<file path="src/rtl/ofdm_sym_sched_if.sv">
// ofdm_sym_sched_if: preamble/IFFT source handshakes and CP-inserter output bundle
interface ofdm_sym_sched_if;
    logic        PRE_VLD_I;
    logic [15:0] PRE_DAT_r;
    logic [15:0] PRE_DAT_i;
    logic        PRE_RDY_O;
    logic        DAT_VLD_I;
    logic [15:0] DAT_I_r;
    logic [15:0] DAT_I_i;
    logic        DAT_RDY_O;
    logic        ACK_O;
    logic [15:0] DAT_O_r;
    logic [15:0] DAT_O_i;
    logic        SYM_START_O;
    logic        FRM_DONE_O;
    logic        BUSY_O;

    modport slave (
        input  PRE_VLD_I, PRE_DAT_r, PRE_DAT_i, DAT_VLD_I, DAT_I_r, DAT_I_i,
        output PRE_RDY_O, DAT_RDY_O, ACK_O, DAT_O_r, DAT_O_i, SYM_START_O, FRM_DONE_O, BUSY_O
    );

    modport master (
        output PRE_VLD_I, PRE_DAT_r, PRE_DAT_i, DAT_VLD_I, DAT_I_r, DAT_I_i,
        input  PRE_RDY_O, DAT_RDY_O, ACK_O, DAT_O_r, DAT_O_i, SYM_START_O, FRM_DONE_O, BUSY_O
    );
endinterface

</file>
<file path="src/rtl/ofdm_sym_sched.sv">
// ofdm_sym_sched: forwards NPRE preamble then NSYM IFFT symbols to the CP inserter; GUARD_GAP_EN adds GAP_LEN idle cycles between symbols
module ofdm_sym_sched #(
    parameter int SYM_LEN = 64,
    parameter int NPRE    = 2,
    parameter int GAP_LEN = 16
) (
    input  logic       CLK_I,
    input  logic       RST_I,
    input  logic       START_I,
    input  logic       ABORT_I,
    input  logic [7:0] NSYM_I,
    ofdm_sym_sched_if.slave bus
);
    localparam int CW = $clog2(SYM_LEN);
    typedef enum logic [2:0] {IDLE, PRE, DATA, GAP, DONE} state_t;
    state_t state, state_d, after_sym;
    logic [CW-1:0] smp_cnt;
    logic [7:0] sym_cnt, nsym_q;
    logic xfer, wrap, last_sym;

    assign bus.PRE_RDY_O  = (state == PRE) && !ABORT_I;
    assign bus.DAT_RDY_O  = (state == DATA) && !ABORT_I;
    assign bus.FRM_DONE_O = state == DONE;
    assign bus.BUSY_O     = state != IDLE;
    assign xfer     = (bus.PRE_RDY_O && bus.PRE_VLD_I) || (bus.DAT_RDY_O && bus.DAT_VLD_I);
    assign wrap     = xfer && smp_cnt == CW'(SYM_LEN - 1);
    assign last_sym = (state == PRE) ? sym_cnt == 8'(NPRE - 1) : sym_cnt == nsym_q - 8'd1;
    assign after_sym = !last_sym ? state : (state == PRE && nsym_q != 8'd0) ? DATA : DONE;

`ifdef GUARD_GAP_EN
    localparam int GW = $clog2(GAP_LEN + 1);
    logic [GW-1:0] gap_cnt;
    state_t ret_q;

    // gap length counter and the symbol state to resume afterwards
    always_ff @(posedge CLK_I) begin
        if (RST_I) begin
            gap_cnt <= '0;
            ret_q   <= IDLE;
        end else begin
            gap_cnt <= (state == GAP && !ABORT_I) ? gap_cnt + 1'b1 : '0;
            if (wrap) ret_q <= after_sym;
        end
    end
`else
    logic unused_gap;
    assign unused_gap = GAP_LEN != 0;
`endif

    // state register
    always_ff @(posedge CLK_I) begin
        if (RST_I) state <= IDLE;
        else state <= state_d;
    end

    // next state: abort wins, symbol wraps advance the frame
    always_comb begin
        state_d = state;
        if (ABORT_I) state_d = IDLE;
        else if (state == IDLE && START_I) state_d = PRE;
`ifdef GUARD_GAP_EN
        else if (wrap) state_d = (after_sym == DONE) ? DONE : GAP;
        else if (state == GAP && gap_cnt == GW'(GAP_LEN - 1)) state_d = ret_q;
`else
        else if (wrap) state_d = after_sym;
`endif
        else if (state == DONE) state_d = IDLE;
    end

    // sample/symbol counters, NSYM latch and one-cycle-delayed output word
    always_ff @(posedge CLK_I) begin
        if (RST_I) begin
            smp_cnt         <= '0;
            sym_cnt         <= '0;
            nsym_q          <= '0;
            bus.ACK_O       <= 1'b0;
            bus.SYM_START_O <= 1'b0;
            bus.DAT_O_r     <= '0;
            bus.DAT_O_i     <= '0;
        end else begin
            bus.ACK_O       <= xfer;
            bus.SYM_START_O <= xfer && smp_cnt == '0;
            if (xfer) begin
                bus.DAT_O_r <= (state == PRE) ? bus.PRE_DAT_r : bus.DAT_I_r;
                bus.DAT_O_i <= (state == PRE) ? bus.PRE_DAT_i : bus.DAT_I_i;
            end
            if (state == IDLE && START_I && !ABORT_I) nsym_q <= NSYM_I;
            if (ABORT_I) begin
                smp_cnt <= '0;
                sym_cnt <= '0;
            end else if (xfer) begin
                smp_cnt <= wrap ? '0 : smp_cnt + 1'b1;
                if (wrap) sym_cnt <= last_sym ? 8'd0 : sym_cnt + 8'd1;
            end
        end
    end
endmodule

</file>
<file path="src/flat_wrapper.sv">
// flat-port wrapper written by rule: the top's interface ports become plain ports
module ofdm_sym_sched_flat 
#(
    parameter int SYM_LEN = 64,
    parameter int NPRE    = 2,
    parameter int GAP_LEN = 16
)
  (CLK_I, RST_I, START_I, ABORT_I, NSYM_I, bus_PRE_VLD_I, bus_PRE_DAT_r, bus_PRE_DAT_i, bus_DAT_VLD_I, bus_DAT_I_r, bus_DAT_I_i, bus_PRE_RDY_O, bus_DAT_RDY_O, bus_ACK_O, bus_DAT_O_r, bus_DAT_O_i, bus_SYM_START_O, bus_FRM_DONE_O, bus_BUSY_O);
  ofdm_sym_sched_if bus_i ();
  input  logic CLK_I;
  input  logic RST_I;
  input  logic START_I;
  input  logic ABORT_I;
  input  logic [7:0] NSYM_I;
  input wire logic [$bits(bus_i.PRE_VLD_I)-1:0] bus_PRE_VLD_I;
  input wire logic [$bits(bus_i.PRE_DAT_r)-1:0] bus_PRE_DAT_r;
  input wire logic [$bits(bus_i.PRE_DAT_i)-1:0] bus_PRE_DAT_i;
  input wire logic [$bits(bus_i.DAT_VLD_I)-1:0] bus_DAT_VLD_I;
  input wire logic [$bits(bus_i.DAT_I_r)-1:0] bus_DAT_I_r;
  input wire logic [$bits(bus_i.DAT_I_i)-1:0] bus_DAT_I_i;
  output wire logic [$bits(bus_i.PRE_RDY_O)-1:0] bus_PRE_RDY_O;
  output wire logic [$bits(bus_i.DAT_RDY_O)-1:0] bus_DAT_RDY_O;
  output wire logic [$bits(bus_i.ACK_O)-1:0] bus_ACK_O;
  output wire logic [$bits(bus_i.DAT_O_r)-1:0] bus_DAT_O_r;
  output wire logic [$bits(bus_i.DAT_O_i)-1:0] bus_DAT_O_i;
  output wire logic [$bits(bus_i.SYM_START_O)-1:0] bus_SYM_START_O;
  output wire logic [$bits(bus_i.FRM_DONE_O)-1:0] bus_FRM_DONE_O;
  output wire logic [$bits(bus_i.BUSY_O)-1:0] bus_BUSY_O;
  assign bus_i.PRE_VLD_I = bus_PRE_VLD_I;
  assign bus_i.PRE_DAT_r = bus_PRE_DAT_r;
  assign bus_i.PRE_DAT_i = bus_PRE_DAT_i;
  assign bus_i.DAT_VLD_I = bus_DAT_VLD_I;
  assign bus_i.DAT_I_r = bus_DAT_I_r;
  assign bus_i.DAT_I_i = bus_DAT_I_i;
  assign bus_PRE_RDY_O = bus_i.PRE_RDY_O;
  assign bus_DAT_RDY_O = bus_i.DAT_RDY_O;
  assign bus_ACK_O = bus_i.ACK_O;
  assign bus_DAT_O_r = bus_i.DAT_O_r;
  assign bus_DAT_O_i = bus_i.DAT_O_i;
  assign bus_SYM_START_O = bus_i.SYM_START_O;
  assign bus_FRM_DONE_O = bus_i.FRM_DONE_O;
  assign bus_BUSY_O = bus_i.BUSY_O;
  ofdm_sym_sched #(.SYM_LEN(SYM_LEN), .NPRE(NPRE), .GAP_LEN(GAP_LEN)) u_core (.CLK_I(CLK_I), .RST_I(RST_I), .START_I(START_I), .ABORT_I(ABORT_I), .NSYM_I(NSYM_I), .bus(bus_i));
endmodule
</file>
<file path="config.mk">
export PLATFORM = sky130hd
export DESIGN_NAME = ofdm_sym_sched_flat
export DESIGN_NICKNAME = d
export VERILOG_FILES = /design/src/rtl/ofdm_sym_sched_if.sv /design/src/rtl/ofdm_sym_sched.sv /design/src/flat_wrapper.sv
export SDC_FILE = /design/constraint.sdc
export NUM_CORES = 1
export LEC_CHECK = 0
export ABC_AREA = 1
export CAP_MARGIN = 10
export CORE_UTILIZATION = 44
export DETAILED_ROUTE_END_ITERATION = 8
export HOLD_SLACK_MARGIN = 0.12
export PLACE_DENSITY = 0.81
export SLEW_MARGIN = 10
export SYNTH_ARGS = -nofsm -noshare
export SYNTH_HDL_FRONTEND = slang
export SYNTH_SLANG_ARGS = --single-unit
export TNS_END_PERCENT = 30
</file>
<file path="constraint.sdc">
create_clock -name CLK_I -period 2.05 [get_ports CLK_I]
set_input_delay 0.41 -clock CLK_I [delete_from_list [all_inputs] [get_ports CLK_I]]
set_output_delay 0.41 -clock CLK_I [all_outputs]
set_load 0.01 [all_outputs]
</file>
Word-level counts from Yosys, hierarchy flattened
Index checks and enable logic that the tools add are counted.

cells by class
  add/subtract/negate cells = 3
  reduce and logical (&&, ||, !) cells = 22
  equality and inequality tests = 8
  muxes and demuxes = 10

operator list
  kind                                                                count
  16-bit two-way mux                                                  2
  3-bit two-way mux                                                   4
  1-bit logical AND                                                   9
  8-bit by 1-bit adder with 8-bit output, second input constant       1
  8-bit by 1-bit == test with 1-bit output, second input constant     1
  8-bit == test                                                       1
  8-bit two-way mux                                                   1
  8-bit nonzero test                                                  1
  8-bit by 1-bit subtractor with 8-bit output, second input constant  1
  6-bit by 1-bit adder with 6-bit output, second input constant       1
  6-bit == test, second input constant                                1
  6-bit logical NOT                                                   1
  6-bit two-way mux                                                   1
  2-bit AND reduction                                                 3
  3-bit nonzero test                                                  2
  3-bit by 1-bit == test with 1-bit output, second input constant     1
  3-bit by 2-bit == test with 1-bit output, second input constant     1
  3-bit == test, second input constant                                1
  3-bit logical NOT                                                   1
  3-bit != test, second input constant                                1
  3-bit OR reduction                                                  1
  1-bit two-way mux                                                   2
  2-bit != test, second input constant                                1
  2-bit nonzero test                                                  1
  other kinds (3)                                                     3

storage, ports and cells
  register bits = 59
  word-level logic and storage cells = 52
  input port bits = 78
  output and inout port bits = 38

Logic depth before layout (Yosys ltp)
  depth in word-level cells = 7
  mapped depth = 15
  mapped depth without buffers = 15

Worst setup path after synthesis
Ideal clock, no wire load.

  kind = flip-flop to flip-flop
  from = register u_core.nsym_q[0]
  to = register u_core.sym_cnt[4]
  period minus slack after synthesis = 1.672 ns
  required time = 1.934 ns
  buffers on the path = 0
  data arrival time = 1.556 ns
  cell stages (with the launch flop) = 12
  setup time = 0.116 ns
  slack = 0.378 ns
  cells stage by stage = dfxtp_1 -> inv_1 -> ha_1 -> nand2_1 -> o21ai_0 -> nand3_1 -> nand2_1 -> nand3_1 -> nor2_1 -> nand3_2 -> nand2_2 -> nor2_1

on the way
  cells in the longest elaborated chain, start to end = 4

ends and longest elaborated chain
  element                                      RTL line              source
  start: declaration                           ofdm_sym_sched.sv:18  logic [7:0] sym_cnt, nsym_q;
  start signal: assignment                     ofdm_sym_sched.sv:75  nsym_q <= '0;
  start signal: assignment                     ofdm_sym_sched.sv:87  if (state == IDLE && START_I && !ABORT_I) nsym_q <= NSYM_I;
  8-bit by 1-bit subtractor with 8-bit output  ofdm_sym_sched.sv:27  assign last_sym = (state == PRE) ? sym_cnt == 8'(NPRE - 1) : sym_cnt == nsym_q - 8'd1;
  8-bit == test                                ofdm_sym_sched.sv:27
  1-bit two-way mux                            ofdm_sym_sched.sv:27
  8-bit two-way mux                            ofdm_sym_sched.sv:93  if (wrap) sym_cnt <= last_sym ? 8'd0 : sym_cnt + 8'd1;
  end signal: assignment                       ofdm_sym_sched.sv:93
  end: declaration                             ofdm_sym_sched.sv:18

Every way passes these cells.
A chain may end at the register's enable or synchronous reset.

Final worst setup path
  from = register u_core.state[0]
  to = output bus_BUSY_O

on the way
  cells in the longest elaborated chain, start to end = 1

ends and longest elaborated chain
  element                   RTL line              source
  start: declaration        ofdm_sym_sched.sv:16  state_t state, state_d, after_sym;
  start signal: assignment  ofdm_sym_sched.sv:53  else state <= state_d;
  3-bit nonzero test        ofdm_sym_sched.sv:24  assign bus.BUSY_O = state != IDLE;
  end: declaration          flat_wrapper.sv:28    output wire logic [$bits(bus_i.BUSY_O)-1:0] bus_BUSY_O;

Every way passes these cells.

==> run metrics <==
status=finished, final reports clean; FILL cells=571; WP buf/inv=1; TritonRoute pass-1 iters=4; critical-path maximum fanout=6; critical path cell sequence=nor2_1 -> nand2_1 -> clkdlybuf4s50_1; Ys Warns=0; TritonCTS clock tree=done; Remaining Overflow, GRT=0; Leak=1.73 nW; RSZ-0062 raised after global routing=no; Pins Over Slew Limit=0; Clock Path Buffers=2; Tot GR Track Use=0.237; Worst Path Arrival=1.57 ns; Worst-Skew Late Latency=0.33 ns; peak supply drop=0.359 mV; P&R area growth vs syn=49.4%; final hold violations=0; Post-Syn Area=2930 um2; DR vias/cell=5.14; Worst Skew=0.0127 ns; Yosys top cell area share=0.404; CP Class=register to primary output; Max transition margin=0.674; Stages on worst setup path=3; Die Wd=83.6 um; PwrDens=593 nW/um2; vias post-DR=3102; synthesized flop and latch total=59; final worst-path cycle share=0.964; CP Launch Type=register; Synth area leader=dfxtp_1; placed insts=587; Finished Layout Cells=604; Overall Power=2.59 mW; # DRC=0; top post-synthesis cells by count=112 x nand2_1, 68 x nor2_1, 59 x dfxtp_1; top_reg_cell synth=dfxtp_1; starting density of the core=0.458; initial DRC count=131; root buf cell=clkbuf_8; maximum number of pins on one net before global-route repair=43; final RePlAce weighted congestion=0.874; initial antenna violation count=0; Crit path largest cell delay=0.54 ns; Setup crit end kind=primary output; crit-path leading delay family=buffers and inverters; post-place setup slack=-0.141 ns; DP Wirelength=5890 um; critical path's slowest cell=clkdlybuf4s50_1; # nets final=605; reg2reg setup slack=0.20 ns; # hold bufs at CTS=0; Antenna Cells=0; f_max=0.506 GHz; wirelength, routed=8210 um; Worst-path clk slew=0.07 ns; first-pass GRT wire length=13500 um; Critical Path RT=1.64 ns; Placed Area=4170 um2; mean area per synthesized cell=7.24 um2; CTS sink cnt=59; Ports=116; WL/cell=13.6 um; multi-input logic area=1540 um2; Seq/Total Area, Yosys=0.404; Worst-Margin Slew=0.487 ns; Distinct cells, synth=30; Die Footprint=6980 um2; R2R depth=14; most repeated cell in the gate-level netlist after synthesis=nand2_1; H-tree levels=3; layout cell share with drive strength beyond 1=0.0740; die height=83.6 um; vias in the first global route=2975; Hold Crit Class=register to register; Reg area=1180 um2; Design Area, Final=4370 um2; ANT nets after route=0; CTS Buf Count=9; setup violators final=0; Hold Path Depth=2; top cells by area, synth=dfxtp_1 40%, nand2_1 14%, a311oi_1 9.6%; syn_nets=487; std cell rows=29; Cells after Synth=404; Finished Core Util=0.685; core area=6390 um2; maxcap violations=0; Final WS setup=0.0736 ns; ys async rst share=0; fin crit period=1.98 ns; port buffer count=115; EDFF count, synth=0
power by group:
group	total (mW)	internal [mW]	switching, mW
clock	0.944	0.503	0.441
sequential	1.19	1.18	0.0192
combinational	0.456	0.245	0.211
cells by family (layout without fill, tap and decap cells):
family	count (synthesis)	count (layout)	share of synthesized area
flip-flops	59	59	0.404
adder cells (fa/ha/maj)	5	5	0.0214
buffers and inverters	53	176	0.0791
AO/OA/AOI/OAI	54	54	0.142
AND/OR/NAND/NOR	227	227	0.336
XOR/XNOR	6	6	0.0180
layout by cell type (no fill, tap or decap):
master and n:
o31ai_1 1, a2111oi_1 1, nand2_2 1, clkbuf_8 11, a211oi_1 8, o21ai_0 6
nand3b_1 1, nand3_1 20, ha_1 5, nor2_1 67, nand4_1 12, a21oi_1 5
clkbuf_1 3, nor2_4 2, nor3_1 2, clkdlybuf4s50_1 113, buf_12 1, nand2_1 112
nor2_2 2, a311oi_1 32, or2_2 1, nor3_4 1, nand4_4 1, nand2_4 3
nand3_2 1, clkinv_2 2, inv_1 32, nor4_2 1, buf_4 12, dlygate4sd2_1 1
o21ai_1 1, dfxtp_1 59, dlymetal6s2s_1 1, xor2_1 6
metrics by stage:
| stage | setup TNS [ns] | hold slack (ns) |
|---|---|---|
| 2_1_floorplan | 0 | 0.459 |
| 3_3_place_gp | 0 | 0.475 |
| 3_5_place_dp | -0.775 | 0.481 |
| 4_1_cts | 0 | 0.491 |
| 5_1_grt | 0 | 0.508 |
| 6_report | 0 | 0.488 |
metal layers:
| layer | wire length [um] | GRT usage |
|---|---|---|
| met1 | 3460 | 0.273 |
| met2 | 4040 | 0.408 |
| met3 | 392 | 0.0514 |
| met4 | 307 | 0.131 |
| met5 | 0 | 0 |
state kept, by name, summed over array words and instances (netlist names):
signal / flops
u_core.state: 3
u_core.bus.SYM_START_O: 1
u_core.bus.ACK_O: 1
u_core.smp_cnt: 6
u_core.sym_cnt: 8
u_core.nsym_q: 8
u_core.bus.DAT_O_r: 16
u_core.bus.DAT_O_i: 16
tightest hold or removal path: stages, from the launching register on:
cell and delay, ns:
dfxtp_1 0.31, nor2_1 0.09, a311oi_1 0.04
path summary, 6_finish.rpt:
check	start	endpoint
worst max-delay path	u_core.state[0]	bus_BUSY_O
worst min-delay path	u_core.bus.DAT_O_i[2]	u_core.bus.DAT_O_i[2]
worst max register to register	u_core.nsym_q[0]	u_core.sym_cnt[6]
worst min register to register	u_core.bus.DAT_O_i[2]	u_core.bus.DAT_O_i[2]
area by class of cell:
class                           count  share of cell area
Clock buffer                       14              0.0372
Clock inverter                      2             0.00229
Inverter                           32              0.0275
Multi-Input combinational cell    292               0.352
Sequential cell                    59               0.270
Tap cell                           77              0.0220
Timing Repair Buffer              128               0.289
timing repair:
item,CTS,global route
buffers inserted,1,0
endpoints found under the hold margin,0,0
resized for setup,2,7
pin swaps,0,0
endpoints found under the setup margin,1,13
Power figures use the tool's default switching activity.
